===== config.mk =====
export PLATFORM = sky130hd
export DESIGN_NAME = pixel_stream_reader_flat
export DESIGN_NICKNAME = d
export VERILOG_FILES = /design/src/rtl/pixel_stream_pkg.sv /design/src/rtl/pixel_stream_reader_if.sv /design/src/rtl/pixel_stream_reader.sv /design/src/flat_wrapper.sv
export SDC_FILE = /design/constraint.sdc
export NUM_CORES = 1
export LEC_CHECK = 0
export ABC_CLOCK_PERIOD_IN_PS = 1970
export BUFFER_PORTS_ARGS = -buffer_cell sky130_fd_sc_hd__buf_2
export CAP_MARGIN = 20
export CORE_UTILIZATION = 53
export CTS_BUF_LIST = sky130_fd_sc_hd__clkbuf_8
export CTS_CLUSTER_DIAMETER = 50
export DETAILED_ROUTE_END_ITERATION = 16
export GPL_TIMING_DRIVEN = 0
export PLACE_DENSITY = 0.78
export SETUP_SLACK_MARGIN = 0.1
export SYNTH_ARGS = -nofsm -noshare
export SYNTH_HDL_FRONTEND = slang
export SYNTH_SLANG_ARGS = --single-unit

===== constraint.sdc =====
create_clock -name clk -period 1.97 [get_ports clk]
set_clock_uncertainty 0.15 [all_clocks]
set_input_delay 0.394 -clock clk [delete_from_list [all_inputs] [get_ports clk]]
set_output_delay 0.394 -clock clk [all_outputs]
set_load 0.05 [all_outputs]

===== src/rtl/pixel_stream_pkg.sv =====
// rtl/pixel_stream_pkg.sv - shared state encoding and frame header constants
package pixel_stream_pkg;

    typedef enum logic [2:0] {
        IDLE,
        HDR0,
        HDR1,
        FETCH,
        LATCH,
        SEND_HI,
        SEND_LO,
        DONE
    } state_t;

    localparam logic [7:0] HDR_BYTE0 = 8'hAA;
    localparam logic [7:0] HDR_BYTE1 = 8'h55;

endpackage


===== src/rtl/pixel_stream_reader_if.sv =====
// rtl/pixel_stream_reader_if.sv - frame-buffer read port plus UART byte handshake
interface pixel_stream_reader_if #(
    parameter int ADDR_W  = 17,
    parameter int PIXEL_W = 12,
    parameter int BITS_N  = 8
);

    logic [ADDR_W-1:0]  rd_addr;
    logic [PIXEL_W-1:0] rd_data;
    logic [BITS_N-1:0]  tx_data;
    logic               tx_valid;
    logic               tx_ready;

    // Reader side: issues addresses and offers bytes
    modport master (
        output rd_addr,
        input  rd_data,
        output tx_data,
        output tx_valid,
        input  tx_ready
    );

    // Memory/UART side: returns pixels and accepts bytes
    modport slave (
        input  rd_addr,
        output rd_data,
        input  tx_data,
        input  tx_valid,
        output tx_ready
    );

endinterface


===== src/rtl/pixel_stream_reader.sv =====
// rtl/pixel_stream_reader.sv - streams one frame buffer as header plus hi/lo pixel bytes
module pixel_stream_reader
    import pixel_stream_pkg::*;
#(
    parameter int IMAGE_SIZE = 76800,
    parameter int ADDR_W     = 17,
    parameter int PIXEL_W    = 12,
    parameter int BITS_N     = 8
) (
    input  logic                   clk,
    input  logic                   rst_n,
    input  logic                   start,
    pixel_stream_reader_if.master  bus,
    output logic                   busy,
    output logic                   done
);

    localparam logic [ADDR_W-1:0] LAST_PIXEL = ADDR_W'(IMAGE_SIZE - 1);

    state_t             state_q;
    logic [ADDR_W-1:0]  cnt_q;
    logic [PIXEL_W-1:0] pix_q;
    logic               xfer;

    // Upper pixel bits, zero padded to a full byte
    function automatic logic [BITS_N-1:0] hi_byte(input logic [PIXEL_W-1:0] p);
        logic [15:0] ext;
        ext = 16'(p);
        return BITS_N'(ext[15:8]);
    endfunction

    function automatic logic [BITS_N-1:0] lo_byte(input logic [PIXEL_W-1:0] p);
        return BITS_N'(p[7:0]);
    endfunction

    assign xfer = bus.tx_valid && bus.tx_ready;

    // Frame sequencer: all outputs are registered so the UART sees glitch-free data
    always_ff @(posedge clk) begin
        if (!rst_n) begin
            state_q      <= IDLE;
            cnt_q        <= '0;
            pix_q        <= '0;
            bus.rd_addr  <= '0;
            bus.tx_data  <= '0;
            bus.tx_valid <= 1'b0;
            busy         <= 1'b0;
            done         <= 1'b0;
        end else begin
            done <= 1'b0;
            case (state_q)
                IDLE: begin
                    if (start) begin
                        state_q      <= HDR0;
                        cnt_q        <= '0;
                        busy         <= 1'b1;
                        bus.tx_valid <= 1'b1;
                        bus.tx_data  <= BITS_N'(HDR_BYTE0);
                    end
                end
                HDR0: begin
                    if (xfer) begin
                        state_q     <= HDR1;
                        bus.tx_data <= BITS_N'(HDR_BYTE1);
                    end
                end
                HDR1: begin
                    if (xfer) begin
                        state_q      <= FETCH;
                        bus.tx_valid <= 1'b0;
                        bus.rd_addr  <= cnt_q;
                    end
                end
                FETCH: begin
                    state_q <= LATCH;
                end
                LATCH: begin
                    // Read data arrives now; the high byte goes out straight from it
                    state_q      <= SEND_HI;
                    pix_q        <= bus.rd_data;
                    bus.tx_data  <= hi_byte(bus.rd_data);
                    bus.tx_valid <= 1'b1;
                end
                SEND_HI: begin
                    if (xfer) begin
                        state_q     <= SEND_LO;
                        bus.tx_data <= lo_byte(pix_q);
                    end else begin
                        // Stalled: keep offering the same high byte
                        bus.tx_data <= hi_byte(pix_q);
                    end
                end
                SEND_LO: begin
                    if (xfer) begin
                        bus.tx_valid <= 1'b0;
                        if (cnt_q == LAST_PIXEL) begin
                            state_q <= DONE;
                            busy    <= 1'b0;
                            done    <= 1'b1;
                        end else begin
                            state_q     <= FETCH;
                            cnt_q       <= cnt_q + ADDR_W'(1);
                            bus.rd_addr <= cnt_q + ADDR_W'(1);
                        end
                    end
                end
                DONE: begin
                    state_q <= IDLE;
                end
                default: begin
                    state_q <= IDLE;
                end
            endcase
        end
    end

endmodule


===== src/flat_wrapper.sv =====
// flat-port wrapper written by rule: the top's interface ports become plain ports
module pixel_stream_reader_flat import pixel_stream_pkg::*;
#(
    parameter int IMAGE_SIZE = 76800,
    parameter int ADDR_W     = 17,
    parameter int PIXEL_W    = 12,
    parameter int BITS_N     = 8
)
  (clk, rst_n, start, busy, done, bus_rd_addr, bus_rd_data, bus_tx_data, bus_tx_valid, bus_tx_ready);
  pixel_stream_reader_if #(.ADDR_W(ADDR_W), .PIXEL_W(PIXEL_W), .BITS_N(BITS_N)) bus_i ();
  input  logic clk;
  input  logic rst_n;
  input  logic start;
  output logic busy;
  output logic done;
  output wire logic [$bits(bus_i.rd_addr)-1:0] bus_rd_addr;
  input wire logic [$bits(bus_i.rd_data)-1:0] bus_rd_data;
  output wire logic [$bits(bus_i.tx_data)-1:0] bus_tx_data;
  output wire logic [$bits(bus_i.tx_valid)-1:0] bus_tx_valid;
  input wire logic [$bits(bus_i.tx_ready)-1:0] bus_tx_ready;
  assign bus_rd_addr = bus_i.rd_addr;
  assign bus_i.rd_data = bus_rd_data;
  assign bus_tx_data = bus_i.tx_data;
  assign bus_tx_valid = bus_i.tx_valid;
  assign bus_i.tx_ready = bus_tx_ready;
  pixel_stream_reader #(.IMAGE_SIZE(IMAGE_SIZE), .ADDR_W(ADDR_W), .PIXEL_W(PIXEL_W), .BITS_N(BITS_N)) u_core (.clk(clk), .rst_n(rst_n), .start(start), .bus(bus_i), .busy(busy), .done(done));
endmodule

==> out/metrics.yaml <==
outcome:
  run_status: "complete, but fails checks"
  violations: "setup timing"
critical_path:
  cp_data_arrival_time_ps: 2130
  slowest_delay_ps: 380
  critPathTopFamily: "compound AO/OA/AOI/OAI gates"
  reg2regPathDepth: 8
  crit_cells: 8
  critPathSlowestCell: "dfxtp_4"
  cp.buffers_inverters: 2
  cp-start-kind: "flop"
  path_class: "flop to flop"
  worstPathCellList: "ha_4 > and3_4 > buf_6 > buf_4 > nand2_1 > o21ai_0 > nand2_1 > o221a_2"
  cp_max_fo: 6
  end_kind: "flop"
  cp_common_cell: "nand2_1"
  cp.required_ps: 2070
sta:
  hold_slack_ps: 120
  hold_violations: 0
  timing.final.crit_share_pct: 103
  fin_crit_ps: 2030
  tightest_slew_ps: 751
  slew_headroom_pct: 50.0
  fmax_ghz: 0.492
  drv_slew: 0
  finalSetupViolCount: 3
  rsz0062_at_grt: "true"
  worst_slack_ps: -63.3
  tns_ps: -114
route:
  vias: 3410
  first_pass_iters: 7
  drc: 0
  drt_iter0_drc: 228
  drt-wirelength-per-cell_um: 19.4
  postRouteAntennaNets: 0
  vias_per_cell: 6.39
  routed_wl_um: 10400
flow_run:
  cap_viol_max_count: 0
finish:
  fill_cells: 299
  multi_input_area_mm2: 0.00193
  drive_above_1_share_pct: 40.9
  syn_to_final_growth_pct: 42.8
  diodes: 0
  regArea_mm2: 0.00124
  fin_util_pct: 80.9
  nets: 482
die:
  rows: 26
  die_h_um: 76.8
  dieArea_mm2: 0.00590
  start_util_pct: 56.6
  die_x_um: 76.8
  core_area_mm2: 0.00524
  ios: 44
yosys:
  synthXorXnorAreaFrac_pct: 4.43
  synth_edf_count: 0
  synth_fa_ha_area_share_pct: 2.95
  yosysWarnings: 0
  synth-main-ff-cell: "dfxtp_1"
  yosys-mux-area-fraction_pct: 1.10
  synth_compound_area_share_pct: 22.1
  yosys.area.top_type: "dfxtp_1"
  synthesis.nets: 394
  synth_seq_cells: 60
  synth_top_area_share_pct: 40.5
  ys_types: 56
  async_reset_ff_share_pct: 0
  synth_area_per_cell_um2: 8.00
  postSynthCellCount: 371
  ys_seq_area_share_pct: 40.5
  synth_simple_gate_area_share_pct: 23.2
  synthTopCellsByArea: "dfxtp_1, nand2_1, a21oi_1"
  synth_top_family_by_area: "simple AND/OR/NAND/NOR gates"
  syn_area_mm2: 0.00297
clocking:
  clock_path_buffers: 2
  clk_pin_slew_ps: 70
  h-tree-depth: 3
  cts_sinks: 60
  cts_tree: "done"
  holdBufCountCts: 0
  cts_root_buf: "clkbuf_8"
  cts_buffers: 9
  clk_latency_ps: 360
global_route:
  antenna_found_initial: 0
  grt_pass1_vias: 2971
  grt_pass1_wl_um: 14300
  gr-total-overflow: 0
  grt_usage_pct: 30.9
  grt_max_degree: 12
worst_hold_path:
  min_delay_path_depth: 3
  min_path_type: "input pin to flop"
placement:
  hpwl_um: 5230
  gp_congestion: 0.941
  portBuffers: 42
power_and_ir_drop:
  power_per_cell_area_mw_per_mm2: 1070
  vdd_drop_max_mv: 0.663
  power_mw: 4.52
  leakage_nw: 1.62
==> worst register-to-register path: cells and delay by family (launching register included) <==
| kind | cells | cell delay [ps] |
|---|---|---|
| AO/OA/AOI/OAI | 2 | 590 |
| AND/OR/NAND/NOR | 3 | 390 |
| flip-flops | 1 | 380 |
| buffers and inverters | 2 | 230 |
| adder cells (fa/ha/maj) | 1 | 170 |
==> registers in the layout (all words and copies together) (netlist names) <==
name	cells
u_core.bus.rd_addr	17
u_core.cnt_q	17
u_core.pix_q	12
u_core.bus.tx_data	8
u_core.state_q	3
u_core.bus.tx_valid	1
u_core.busy	1
u_core.done	1
==> area by class of cell <==
type	count	share of cell area [%]
Clock buffer	9	2.92
Tap cell	70	2.07
Multi-Input combinational cell	275	45.5
Timing Repair Buffer	80	12.7
Buffer	26	4.40
Clock inverter	7	2.13
Inverter	7	0.916
Sequential cell	60	29.4
==> cell usage after synthesis, types with 4 or more instances <==
master and number:
xnor2_1 11, nor3_1 11, dfxtp_1 60, inv_1 6, buf_2 8, clkbuf_1 16, a31oi_1 6, nor2_1 29
nand2_1 61, ha_1 7, xor2_1 4, o21ai_0 25, nand3_1 11, a21oi_1 43, a211oi_1 13
==> final timing paths <==
| path | start | end | slack, ps |
|---|---|---|---|
| setup / recovery | u_core.cnt_q[0] | u_core.cnt_q[10] | -60 |
| hold / removal | bus_rd_data[2] | u_core.pix_q[2] | 120 |
| setup reg to reg | u_core.cnt_q[0] | u_core.cnt_q[10] | -60 |
| hold reg to reg | u_core.pix_q[11] | u_core.pix_q[11] | 300 |
==> cells in the final DEF, fill, tap and decap left out, types with 4 or more instances in the layout <==
cell type	count
a211oi_1	7
a211oi_2	6
a21oi_1	41
a31oi_1	6
buf_2	45
buf_4	37
buf_6	6
clkbuf_1	8
clkbuf_2	5
clkbuf_8	9
dfxtp_1	44
dfxtp_2	7
dfxtp_4	9
nand2_1	59
nand3_1	9
nor2_1	21
nor2_4	8
nor3_1	8
o21ai_0	15
o21ai_2	6
xnor2_1	11
xor2_1	4
==> repair_timing <==
item | CTS | global route
pin swaps | 15 | 25
endpoints found under the setup margin | 52 | 51
gates cloned | 1 | 1
endpoints found under the hold margin | 0 | 0
buffers inserted | 25 | 11
gates resized for setup | 62 | 72
==> where the power goes <==
group	switching (mW)	total, mW	internal (mW)
Clock	0.529	1.24	0.707
Combinational	1.11	1.83	0.720
Sequential	0.100	1.45	1.35
==> per-stage QoR <==
step           setup slack [ps]  std cells  cell area (µm²)
3_5_place_dp               -272        483             3310
5_1_grt                    -111        534             4240
6_report                  -63.3        534             4240
4_1_cts                    41.4        523             3930
2_1_floorplan              8.03        371             3020
3_3_place_gp               -240        483             3310
==> routing by layer <==
metal / share of wire, % / routed length (µm) / up-vias / GRT usage (%)
li1: - / - / 1497 / -
met1: 38 / 3890 / 1576 / 35.7
met2: 47 / 4910 / 255 / 52.4
met3: 8.8 / 907 / 82 / 7.02
met4: 6.3 / 657 / 0 / 16.9
met5: 0 / 0 / - / 0
==> cell families (layout without fill, tap and decap cells) <==
logic type      Yosys count  count (layout)
compound gates          107             107
xor+xnor                 15              15
fa+ha+maj                 7               7
buf+inv                  36             129
flops                    60              60
mux                       3               3
simple gates            143             143
Note: power is estimated with default switching activity, not from simulation.
